$ cat src/rtl/mc_ctrl_pkg.sv
// Shared encodings for the multicycle MIPS control path: ALU codes, mux selects,
// opcode/funct constants, FSM states and the decoder payload.
package mc_ctrl_pkg;

    localparam int unsigned OP_W    = 6;
    localparam int unsigned ALUOP_W = 4;
    localparam int unsigned SEL_W   = 2;

    // Register index the datapath writes for jal when RegDst selects RD_RA.
    localparam logic [4:0] RA_IDX = 5'd31;

    localparam logic [ALUOP_W-1:0] ALU_NOP  = 4'd0;
    localparam logic [ALUOP_W-1:0] ALU_ADD  = 4'd1;
    localparam logic [ALUOP_W-1:0] ALU_SUB  = 4'd2;
    localparam logic [ALUOP_W-1:0] ALU_AND  = 4'd3;
    localparam logic [ALUOP_W-1:0] ALU_OR   = 4'd4;
    localparam logic [ALUOP_W-1:0] ALU_NOR  = 4'd5;
    localparam logic [ALUOP_W-1:0] ALU_SLT  = 4'd6;
    localparam logic [ALUOP_W-1:0] ALU_SLTU = 4'd7;
    localparam logic [ALUOP_W-1:0] ALU_SLL  = 4'd8;
    localparam logic [ALUOP_W-1:0] ALU_SRL  = 4'd9;
    localparam logic [ALUOP_W-1:0] ALU_SLLV = 4'd10;
    localparam logic [ALUOP_W-1:0] ALU_SRLV = 4'd11;
    localparam logic [ALUOP_W-1:0] ALU_LUI  = 4'd12;

    localparam logic [SEL_W-1:0] NPC_ALU    = 2'd0;
    localparam logic [SEL_W-1:0] NPC_ALUOUT = 2'd1;
    localparam logic [SEL_W-1:0] NPC_JUMP   = 2'd2;
    localparam logic [SEL_W-1:0] NPC_REGA   = 2'd3;

    localparam logic [SEL_W-1:0] WD_ALUOUT = 2'd0;
    localparam logic [SEL_W-1:0] WD_MDR    = 2'd1;
    localparam logic [SEL_W-1:0] WD_PC     = 2'd2;

    localparam logic [SEL_W-1:0] RD_RT = 2'd0;
    localparam logic [SEL_W-1:0] RD_RD = 2'd1;
    localparam logic [SEL_W-1:0] RD_RA = 2'd2;

    localparam logic [SEL_W-1:0] SRCA_PC    = 2'd0;
    localparam logic [SEL_W-1:0] SRCA_REGA  = 2'd1;
    localparam logic [SEL_W-1:0] SRCA_SHAMT = 2'd2;

    localparam logic [SEL_W-1:0] SRCB_REGB    = 2'd0;
    localparam logic [SEL_W-1:0] SRCB_FOUR    = 2'd1;
    localparam logic [SEL_W-1:0] SRCB_IMM     = 2'd2;
    localparam logic [SEL_W-1:0] SRCB_IMM_SL2 = 2'd3;

    localparam logic [OP_W-1:0] OP_RTYPE = 6'h00;
    localparam logic [OP_W-1:0] OP_J     = 6'h02;
    localparam logic [OP_W-1:0] OP_JAL   = 6'h03;
    localparam logic [OP_W-1:0] OP_BEQ   = 6'h04;
    localparam logic [OP_W-1:0] OP_BNE   = 6'h05;
    localparam logic [OP_W-1:0] OP_ADDI  = 6'h08;
    localparam logic [OP_W-1:0] OP_SLTI  = 6'h0A;
    localparam logic [OP_W-1:0] OP_SLTIU = 6'h0B;
    localparam logic [OP_W-1:0] OP_ANDI  = 6'h0C;
    localparam logic [OP_W-1:0] OP_ORI   = 6'h0D;
    localparam logic [OP_W-1:0] OP_LUI   = 6'h0F;
    localparam logic [OP_W-1:0] OP_LW    = 6'h23;
    localparam logic [OP_W-1:0] OP_SW    = 6'h2B;

    localparam logic [OP_W-1:0] F_SLL  = 6'h00;
    localparam logic [OP_W-1:0] F_SRL  = 6'h02;
    localparam logic [OP_W-1:0] F_SLLV = 6'h04;
    localparam logic [OP_W-1:0] F_SRLV = 6'h06;
    localparam logic [OP_W-1:0] F_JR   = 6'h08;
    localparam logic [OP_W-1:0] F_ADD  = 6'h20;
    localparam logic [OP_W-1:0] F_ADDU = 6'h21;
    localparam logic [OP_W-1:0] F_SUB  = 6'h22;
    localparam logic [OP_W-1:0] F_SUBU = 6'h23;
    localparam logic [OP_W-1:0] F_AND  = 6'h24;
    localparam logic [OP_W-1:0] F_OR   = 6'h25;
    localparam logic [OP_W-1:0] F_NOR  = 6'h27;
    localparam logic [OP_W-1:0] F_SLT  = 6'h2A;
    localparam logic [OP_W-1:0] F_SLTU = 6'h2B;

    typedef enum logic [3:0] {
        S_FETCH   = 4'd0,
        S_DECODE  = 4'd1,
        S_EXE_R   = 4'd2,
        S_EXE_I   = 4'd3,
        S_MEM_ADR = 4'd4,
        S_MEM_RD  = 4'd5,
        S_MEM_WR  = 4'd6,
        S_WB_ALU  = 4'd7,
        S_WB_MEM  = 4'd8,
        S_BRANCH  = 4'd9,
        S_JUMP    = 4'd10
    } state_e;

    typedef enum logic [3:0] {
        C_R, C_JR, C_LW, C_SW, C_BEQ, C_BNE, C_I, C_J, C_JAL, C_ILL
    } icls_e;

    typedef struct packed {
        icls_e               icls;
        logic [ALUOP_W-1:0]  aluop;
        logic                shamt;
        logic                zext;
    } dec_t;

endpackage

$ cat src/rtl/mc_ctrl_dec.sv
// Combinational instruction decode: Op/Funct -> instruction class, ALU operation,
// shift-amount source and immediate extension mode.
module mc_ctrl_dec
    import mc_ctrl_pkg::*;
#(
    parameter bit SHAMT_EN = 1'b1
) (
    input  logic [OP_W-1:0] op,
    input  logic [OP_W-1:0] funct,
    output dec_t            dec_c
);

    always_comb begin
        dec_c = '{icls: C_ILL, aluop: ALU_NOP, shamt: 1'b0, zext: 1'b0};
        case (op)
            OP_RTYPE: begin
                dec_c.icls = C_R;
                case (funct)
                    F_ADD, F_ADDU: dec_c.aluop = ALU_ADD;
                    F_SUB, F_SUBU: dec_c.aluop = ALU_SUB;
                    F_AND:         dec_c.aluop = ALU_AND;
                    F_OR:          dec_c.aluop = ALU_OR;
                    F_NOR:         dec_c.aluop = ALU_NOR;
                    F_SLT:         dec_c.aluop = ALU_SLT;
                    F_SLTU:        dec_c.aluop = ALU_SLTU;
                    F_SLLV:        dec_c.aluop = ALU_SLLV;
                    F_SRLV:        dec_c.aluop = ALU_SRLV;
                    F_JR:          dec_c.icls  = C_JR;
                    // Immediate shifts need the shamt path on ALU A.
                    F_SLL, F_SRL: begin
                        if (SHAMT_EN) begin
                            dec_c.aluop = (funct == F_SLL) ? ALU_SLL : ALU_SRL;
                            dec_c.shamt = 1'b1;
                        end else begin
                            dec_c.icls = C_ILL;
                        end
                    end
                    default:       dec_c.icls  = C_ILL;
                endcase
            end
            OP_LW:    begin dec_c.icls = C_LW;  dec_c.aluop = ALU_ADD; end
            OP_SW:    begin dec_c.icls = C_SW;  dec_c.aluop = ALU_ADD; end
            OP_BEQ:   begin dec_c.icls = C_BEQ; dec_c.aluop = ALU_SUB; end
            OP_BNE:   begin dec_c.icls = C_BNE; dec_c.aluop = ALU_SUB; end
            OP_ADDI:  begin dec_c.icls = C_I;   dec_c.aluop = ALU_ADD; end
            OP_SLTI:  begin dec_c.icls = C_I;   dec_c.aluop = ALU_SLT; end
            OP_SLTIU: begin dec_c.icls = C_I;   dec_c.aluop = ALU_SLTU; end
            OP_ANDI:  begin dec_c.icls = C_I;   dec_c.aluop = ALU_AND; dec_c.zext = 1'b1; end
            OP_ORI:   begin dec_c.icls = C_I;   dec_c.aluop = ALU_OR;  dec_c.zext = 1'b1; end
            OP_LUI:   begin dec_c.icls = C_I;   dec_c.aluop = ALU_LUI; end
            OP_J:     dec_c.icls = C_J;
            OP_JAL:   dec_c.icls = C_JAL;
            default:  dec_c.icls = C_ILL;
        endcase
    end

endmodule

$ cat src/rtl/mc_ctrl.sv
// Main control FSM of the multicycle MIPS CPU. Datapath controls are decoded from
// the registered state so BRANCH can react to the ALU Zero flag in the same cycle.
module mc_ctrl
    import mc_ctrl_pkg::*;
#(
    parameter bit SHAMT_EN = 1'b1
) (
    input  logic               clk,
    input  logic               rst,
    input  logic [OP_W-1:0]    Op,
    input  logic [OP_W-1:0]    Funct,
    input  logic               Zero,
    output logic               PCWrite,
    output logic               IRWrite,
    output logic               IorD,
    output logic               MemWrite,
    output logic               RegWrite,
    output logic [SEL_W-1:0]   RegDst,
    output logic [SEL_W-1:0]   WDSel,
    output logic [SEL_W-1:0]   ALUSrcA,
    output logic [SEL_W-1:0]   ALUSrcB,
    output logic               EXTOp,
    output logic [ALUOP_W-1:0] ALUOp,
    output logic [SEL_W-1:0]   NPCOp,
    output logic               Illegal
);

    state_e state;
    dec_t   dec_c;

    mc_ctrl_dec #(.SHAMT_EN(SHAMT_EN)) u_dec (
        .op    (Op),
        .funct (Funct),
        .dec_c (dec_c)
    );

    // State sequencing; unreachable encodings fall back to FETCH.
    always_ff @(posedge clk) begin
        if (rst) begin
            state <= S_FETCH;
        end else begin
            case (state)
                S_FETCH:  state <= S_DECODE;
                S_DECODE: begin
                    case (dec_c.icls)
                        C_R:              state <= S_EXE_R;
                        C_I:              state <= S_EXE_I;
                        C_LW, C_SW:       state <= S_MEM_ADR;
                        C_BEQ, C_BNE:     state <= S_BRANCH;
                        C_JR, C_J, C_JAL: state <= S_JUMP;
                        default:          state <= S_FETCH;
                    endcase
                end
                S_EXE_R, S_EXE_I: state <= S_WB_ALU;
                S_MEM_ADR: state <= (dec_c.icls == C_LW) ? S_MEM_RD : S_MEM_WR;
                S_MEM_RD:  state <= S_WB_MEM;
                default:   state <= S_FETCH;
            endcase
        end
    end

    // Per-state control decode; reset and unknown states leave everything idle.
    always_comb begin
        PCWrite  = 1'b0;
        IRWrite  = 1'b0;
        IorD     = 1'b0;
        MemWrite = 1'b0;
        RegWrite = 1'b0;
        RegDst   = RD_RT;
        WDSel    = WD_ALUOUT;
        ALUSrcA  = SRCA_PC;
        ALUSrcB  = SRCB_REGB;
        EXTOp    = 1'b0;
        ALUOp    = ALU_NOP;
        NPCOp    = NPC_ALU;
        Illegal  = 1'b0;
        if (!rst) begin
            case (state)
                S_FETCH: begin
                    IRWrite = 1'b1;
                    PCWrite = 1'b1;
                    ALUSrcB = SRCB_FOUR;
                    ALUOp   = ALU_ADD;
                end
                S_DECODE: begin
                    ALUSrcB = SRCB_IMM_SL2;
                    EXTOp   = 1'b1;
                    ALUOp   = ALU_ADD;
                    Illegal = (dec_c.icls == C_ILL);
                end
                S_EXE_R: begin
                    ALUSrcA = dec_c.shamt ? SRCA_SHAMT : SRCA_REGA;
                    ALUOp   = dec_c.aluop;
                end
                S_EXE_I: begin
                    ALUSrcA = SRCA_REGA;
                    ALUSrcB = SRCB_IMM;
                    EXTOp   = ~dec_c.zext;
                    ALUOp   = dec_c.aluop;
                end
                S_WB_ALU: begin
                    RegWrite = 1'b1;
                    RegDst   = (Op == OP_RTYPE) ? RD_RD : RD_RT;
                end
                S_MEM_ADR: begin
                    ALUSrcA = SRCA_REGA;
                    ALUSrcB = SRCB_IMM;
                    EXTOp   = 1'b1;
                    ALUOp   = ALU_ADD;
                end
                S_MEM_RD: IorD = 1'b1;
                S_WB_MEM: begin
                    RegWrite = 1'b1;
                    WDSel    = WD_MDR;
                end
                S_MEM_WR: begin
                    IorD     = 1'b1;
                    MemWrite = 1'b1;
                end
                S_BRANCH: begin
                    ALUSrcA = SRCA_REGA;
                    ALUOp   = ALU_SUB;
                    NPCOp   = NPC_ALUOUT;
                    PCWrite = (dec_c.icls == C_BNE) ? ~Zero : Zero;
                end
                S_JUMP: begin
                    PCWrite = 1'b1;
                    NPCOp   = (dec_c.icls == C_JR) ? NPC_REGA : NPC_JUMP;
                    if (dec_c.icls == C_JAL) begin
                        RegWrite = 1'b1;
                        RegDst   = RD_RA;
                        WDSel    = WD_PC;
                    end
                end
                default: ;
            endcase
        end
    end

endmodule

$ cat config.mk
export PLATFORM = sky130hd
export DESIGN_NAME = mc_ctrl
export DESIGN_NICKNAME = d
export VERILOG_FILES = /design/src/rtl/mc_ctrl_pkg.sv /design/src/rtl/mc_ctrl_dec.sv /design/src/rtl/mc_ctrl.sv
export SDC_FILE = /design/constraint.sdc
export NUM_CORES = 1
export LEC_CHECK = 0
export BUFFER_PORTS_ARGS = -buffer_cell sky130_fd_sc_hd__buf_2
export CAP_MARGIN = 20
export CORE_MARGIN = 4
export CORE_UTILIZATION = 38
export DETAILED_ROUTE_END_ITERATION = 12
export HOLD_SLACK_MARGIN = 0.15
export PLACE_DENSITY = 0.7
export SLEW_MARGIN = 10
export SYNTH_ARGS = -nofsm -noshare
export SYNTH_HDL_FRONTEND = slang
export SYNTH_SLANG_ARGS = --single-unit
$ cat constraint.sdc
create_clock -name clk -period 1.7 [get_ports clk]
set_clock_uncertainty 0.2 [all_clocks]
set_input_delay 0 -clock clk [delete_from_list [all_inputs] [get_ports clk]]
set_output_delay 0 -clock clk [all_outputs]
set_load 0.02 [all_outputs]
Word-level counts from Yosys, hierarchy flattened
Memory sizes are Yosys's and may differ from the RTL's.
Index checks and enable logic that the tools add are counted.
- flip-flop bits (word level): 4
- memory bits (read-only): 64
- logic and storage cells: 105
- memories kept: 1
- memories (name ; words ; width ; read ports ; clocked after Yosys merged registers in ; wr ports ; RTL line ; RTL):
    (name not given) ; 16 ; 4 ; 1 ; 0 ; 0 ; mc_ctrl.sv:45 ; case (dec_c.icls)
- eq/ne operators: 40
- muxes and demuxes: 42
- bitwise gates (word level): 2
- reduce and logical (&&, ||, !) cells: 19
- operator list (kind ; count):
    6-bit equality test, second input constant ; 11
    4-bit case mux with 8 select lines ; 2
    6-bit by 4-bit equality test with 1-bit output, second input constant ; 7
    4-bit case mux with 10 select lines ; 1
    6-bit by 3-bit equality test with 1-bit output, second input constant ; 4
    2-bit OR reduction ; 11
    4-bit by 3-bit equality test with 1-bit output, second input constant ; 5
    4-bit equality test, second input constant ; 5
    4-bit case mux with 5 select lines ; 1
    1-bit two-way mux ; 19
    6-bit by 2-bit equality test with 1-bit output, second input constant ; 3
    2-bit two-way mux ; 8
    2-bit case mux with 2 select lines ; 4
    13-bit OR reduction ; 1
    4-bit by 2-bit equality test with 1-bit output, second input constant ; 3
    6-bit zero test ; 2
    4-bit case mux with 3 select lines ; 1
    3-bit OR reduction ; 3
    4-bit by 1-bit equality test with 1-bit output, second input constant ; 2
    4-bit case mux with 2 select lines ; 1
    1-bit case mux with 2 select lines ; 3
    2-bit case mux with 3 select lines ; 1
    6-bit OR reduction ; 1
    4-bit zero test ; 1
    2 further kinds ; 3

Logic depth before layout (Yosys ltp)
- word-level depth: 8
- mapped depth: 9
- depth with buffers taken out: 7

By module
Synthesis repeated with hierarchy kept, for this count alone.
- cells, all modules: 162
- area, all modules: 1018.5 um^2
- modules (own cells, without submodules) (module ; times used ; cells each ; area an instance (um^2)):
    mc_ctrl ; 1 ; 92 ; 589.3
    mc_ctrl_dec ; 1 ; 70 ; 429.2

Worst setup path after synthesis
Ideal clock, no wire load.
- kind: reg-to-output
- start point: register state[3]
- end point: output port RegWrite
- data arrival time: 1.956 ns
- path slack: -0.456 ns
- cell stages (with the launch flop): 8
- buffers on the path: 1
- path through: dfxtp_1 -> buf_2 -> nor2b_1 -> nand2b_1 -> nor2_1 -> nand3_1 -> nor3b_2 -> o21bai_1
- cells in the longest elaborated chain, start to end: 4
- RTL lines (what ; RTL line ; RTL):
    start: declaration ; mc_ctrl.sv:28 ; state_e state;
    start signal: assignment ; mc_ctrl.sv:55 ; S_MEM_ADR: state <= (dec_c.icls == C_LW) ? S_MEM_RD : S_MEM_WR;
    4-bit equality test / 4-bit by 3-bit equality test with 1-bit output (equally long branches) ; mc_ctrl.sv:78 ; case (state)
    2-bit OR reduction (no source line) ; n/a ;
    1-bit case mux with 2 select lines (*) ; mc_ctrl.sv:78 ;
    1-bit two-way mux (*) ; mc_ctrl.sv:77 ; if (!rst) begin
    end: declaration ; mc_ctrl.sv:17 ; output logic RegWrite,
Every way passes the cells marked *; elsewhere a longest branch is shown, timed or not.

Worst setup path in the final report
- start point: register state[1]
- end point: output port RegWrite
Same word-level chain as after synthesis.

==> results by group <==
Layout
  – Largest register by flop count: state
  – Antenna diodes: 0
  – Largest regs: state: 4 flops
  – Max reg flops: 4
  – Nets: between 200 and 300
  – Final core utilization: just over 70%
  – Commonest non-fill, non-tap cell in the layout: buf_4
  – Layout cells sized above 1: between 50% and 60%
  – Most frequent cells in the layout: buf_4 (60), buf_2 (23), nand2_1 (18)
  – Filler instances: ~200
  – Layout Area Growth over Synthesis: 80.8%
  – Fin cells: around 280

Outcome
  – Status: finished with violations
  – Failing checks: setup timing

Drt
  – Vias post-DR: roughly 1700
  – Wirelength per Cell: around 18 um
  – DRC Markers: 0
  – DR vias/cell: around 6.1
  – Final wirelength: 5.16 mm
  – DR pass1 iterations: 7
  – DRT antenna net count: 0
  – Initial DRC count: 125

CTS
  – Clock Sinks: 4
  – CTS tree: built
  – CTS max path bufs: 2
  – H-Tree Level Count: 1
  – Clock latency on the worst-skew pair: about 0.27 ns
  – Clock Root Buffer: clkbuf_4
  – Clk slew on worst S/H paths: ~0.050 ns
  – TritonCTS Buffers: 3

Logic synthesis
  – Register area share after synthesis: between 7 and 8%
  – Yosys top cell by area: dfxtp_1
  – Syn Inst Count: 168
  – Post-synth net total: between 150 and 200
  – Synth warn: 0
  – Number of flops mapped to enable cells by yosys: 0
  – Most used DFF post-synth: dfxtp_1
  – Yosys reg bits: 4
  – Synth top area cells: dfxtp_1 (7.2%), nand2_1 (6.7%), a21oi_1 (5.4%)
  – Top cell type's share of synthesized area: between 7 and 8%
  – Post-synth ARST share: 0%
  – Mapped Avg Cell Area: 6.67 um^2
  – Netlist cell types: 55
  – Area of the mapped netlist: between 1000 and 1500 um^2

STA
  – Max Clock Freq: around 550 MHz
  – Final Hold Vio Count: 0
  – Final setup violation count: 10
  – Rel. slew slack: roughly three quarters
  – Post-Route Setup TNS: -0.564 ns
  – Fin crit period: about 1.8 ns
  – Unrepaired setup endpoints after global routing: yes
  – Final setup margin: -0.123 ns
  – Worst-margin pin slew: approximately 0.35 ns
  – Period utilization: 107%
  – Slew Viols, Final: 0

Global routing
  – Global-route usage over all layers: approximately a fifth
  – Global-route wire length before repair: slightly below 7 mm
  – Initial antenna violation count: 0
  – Vias in the first global route: ~1500
  – Largest net degree at the start of global routing: 13
  – Global route overflow: 0

Worst setup path
  – Critical path launch point type: flip-flop
  – CP Max Fanout: 5
  – CP required: roughly 1.5 ns
  – Critical path capture point type: output port
  – Worst path arrival time: about 1.6 ns
  – CP Class: reg -> out

Placement
  – HPWL Detailed: ~2.8 mm
  – Routability cong.: approximately 0.90
  – Placed Cells: 261
  – Port Buffer Count: 35

Worst hold path
  – Hold Crit Class: in -> reg

Floorplanning
  – Vert. Die Dim: ~62 um
  – Initial core utilization: 40.3%
  – CORE AREA: 2780 um^2
  – Die X: between 60 and 70 um
  – Full die area: around 3900 um^2
  – Top-Level Pins: 36
  – Row count: 19

Power
  – Pleak: between 0.8 and 0.9 nW
  – Peak VDD IR: around 0.54 mV
  – Cell area power density: approximately 560 nW/um^2

Run
  – Max-cap violation count: 0
## path summary, 6_finish.rpt
path / start / end / slack, ns / cells after the start
setup / recovery: state[1]$_SDFF_PP0_ / RegWrite / -0.12 / 6
hold / removal: rst / state[3]$_SDFF_PP0_ / 0.02 / 3
setup reg to reg: state[1]$_SDFF_PP0_ / state[2]$_SDFF_PP0_ / 0.03 / 6
hold reg to reg: state[2]$_SDFF_PP0_ / state[1]$_SDFF_PP0_ / 0.49 / 2
## final cells by class
cell class	instances	area [um^2]	area share (%)
clock buffer	3	22.5	1.11
inverter	3	11.3	0.556
multi-input combinational	148	1140	56.5
sequential	4	92.6	4.57
tap	31	38.8	1.92
timing repair buffer	94	716	35.4
## metal layers
layer / wire length [um] / up-vias / global-route usage, %
met2: 2550 / 113 / 36.9
met4: 206 / 0 / 5.57
met3: 532 / 27 / 2.34
li1: - / 787 / -
met1: 1870 / 804 / 26.2
met5: 0 / - / 0
## kinds of logic after synthesis
family / share of synthesized area [%]
flops: 7.15
xor+xnor: 1.56
fa+ha+maj: 1.12
mux: 1.01
buf+inv: 7.82
simple gates: 46.9
compound gates: 34.4
## critical path, stage by stage, from the launching register on
cell      delay (ns)
dfxtp_4         0.39
buf_8           0.13
nand2_1         0.09
nor3b_1         0.35
a21oi_1         0.13
o21bai_4        0.13
buf_6           0.13
## through the flow
| step | hold WS, ns | cell area [um^2] | total power, mW | worst slack (ns) |
|---|---|---|---|---|
| floorplan | -0.123 | 1180 | 0.488 | -0.0542 |
| global placement | 0.176 | 1620 | 0.692 | -0.0106 |
| detailed placement | 0.176 | 1620 | 0.694 | -0.0431 |
| CTS | 0.00120 | 1750 | 0.865 | -0.0876 |
| global route | 0.0423 | 2020 | 1.20 | -0.183 |
| finish | 0.0238 | 2020 | 1.14 | -0.123 |
## cells in the mapped netlist (2+ instances only)
master	n
inv_1	3
nand2b_1	9
clkbuf_1	3
xnor2_1	2
nor3_1	10
dfxtp_1	4
o21ai_0	10
a21o_1	3
nor4_2	2
nand2_1	20
nand3b_1	2
a211oi_1	2
and2b_1	2
nor4_1	2
a31oi_1	3
nor3b_1	2
buf_6	2
nor2_1	14
a21oi_1	12
buf_2	7
o211ai_1	2
nor2b_1	9
nand3_1	9
o32a_1	2
and3b_1	2
## power breakdown
group | switching, mW | internal [mW]
combinational | 0.441 | 0.414
sequential | 0.0294 | 0.114
clock | 0.0624 | 0.0806
## timing repair
item | in CTS | in global routing
pin swaps | 7 | 10
setup endpoints to repair | 13 | 14
hold endpoints to repair | 4 | 4
gates resized for setup | 16 | 41
setup buffers | 6 | 12
gates cloned | 0 | 1
Power figures use the tool's default switching activity.
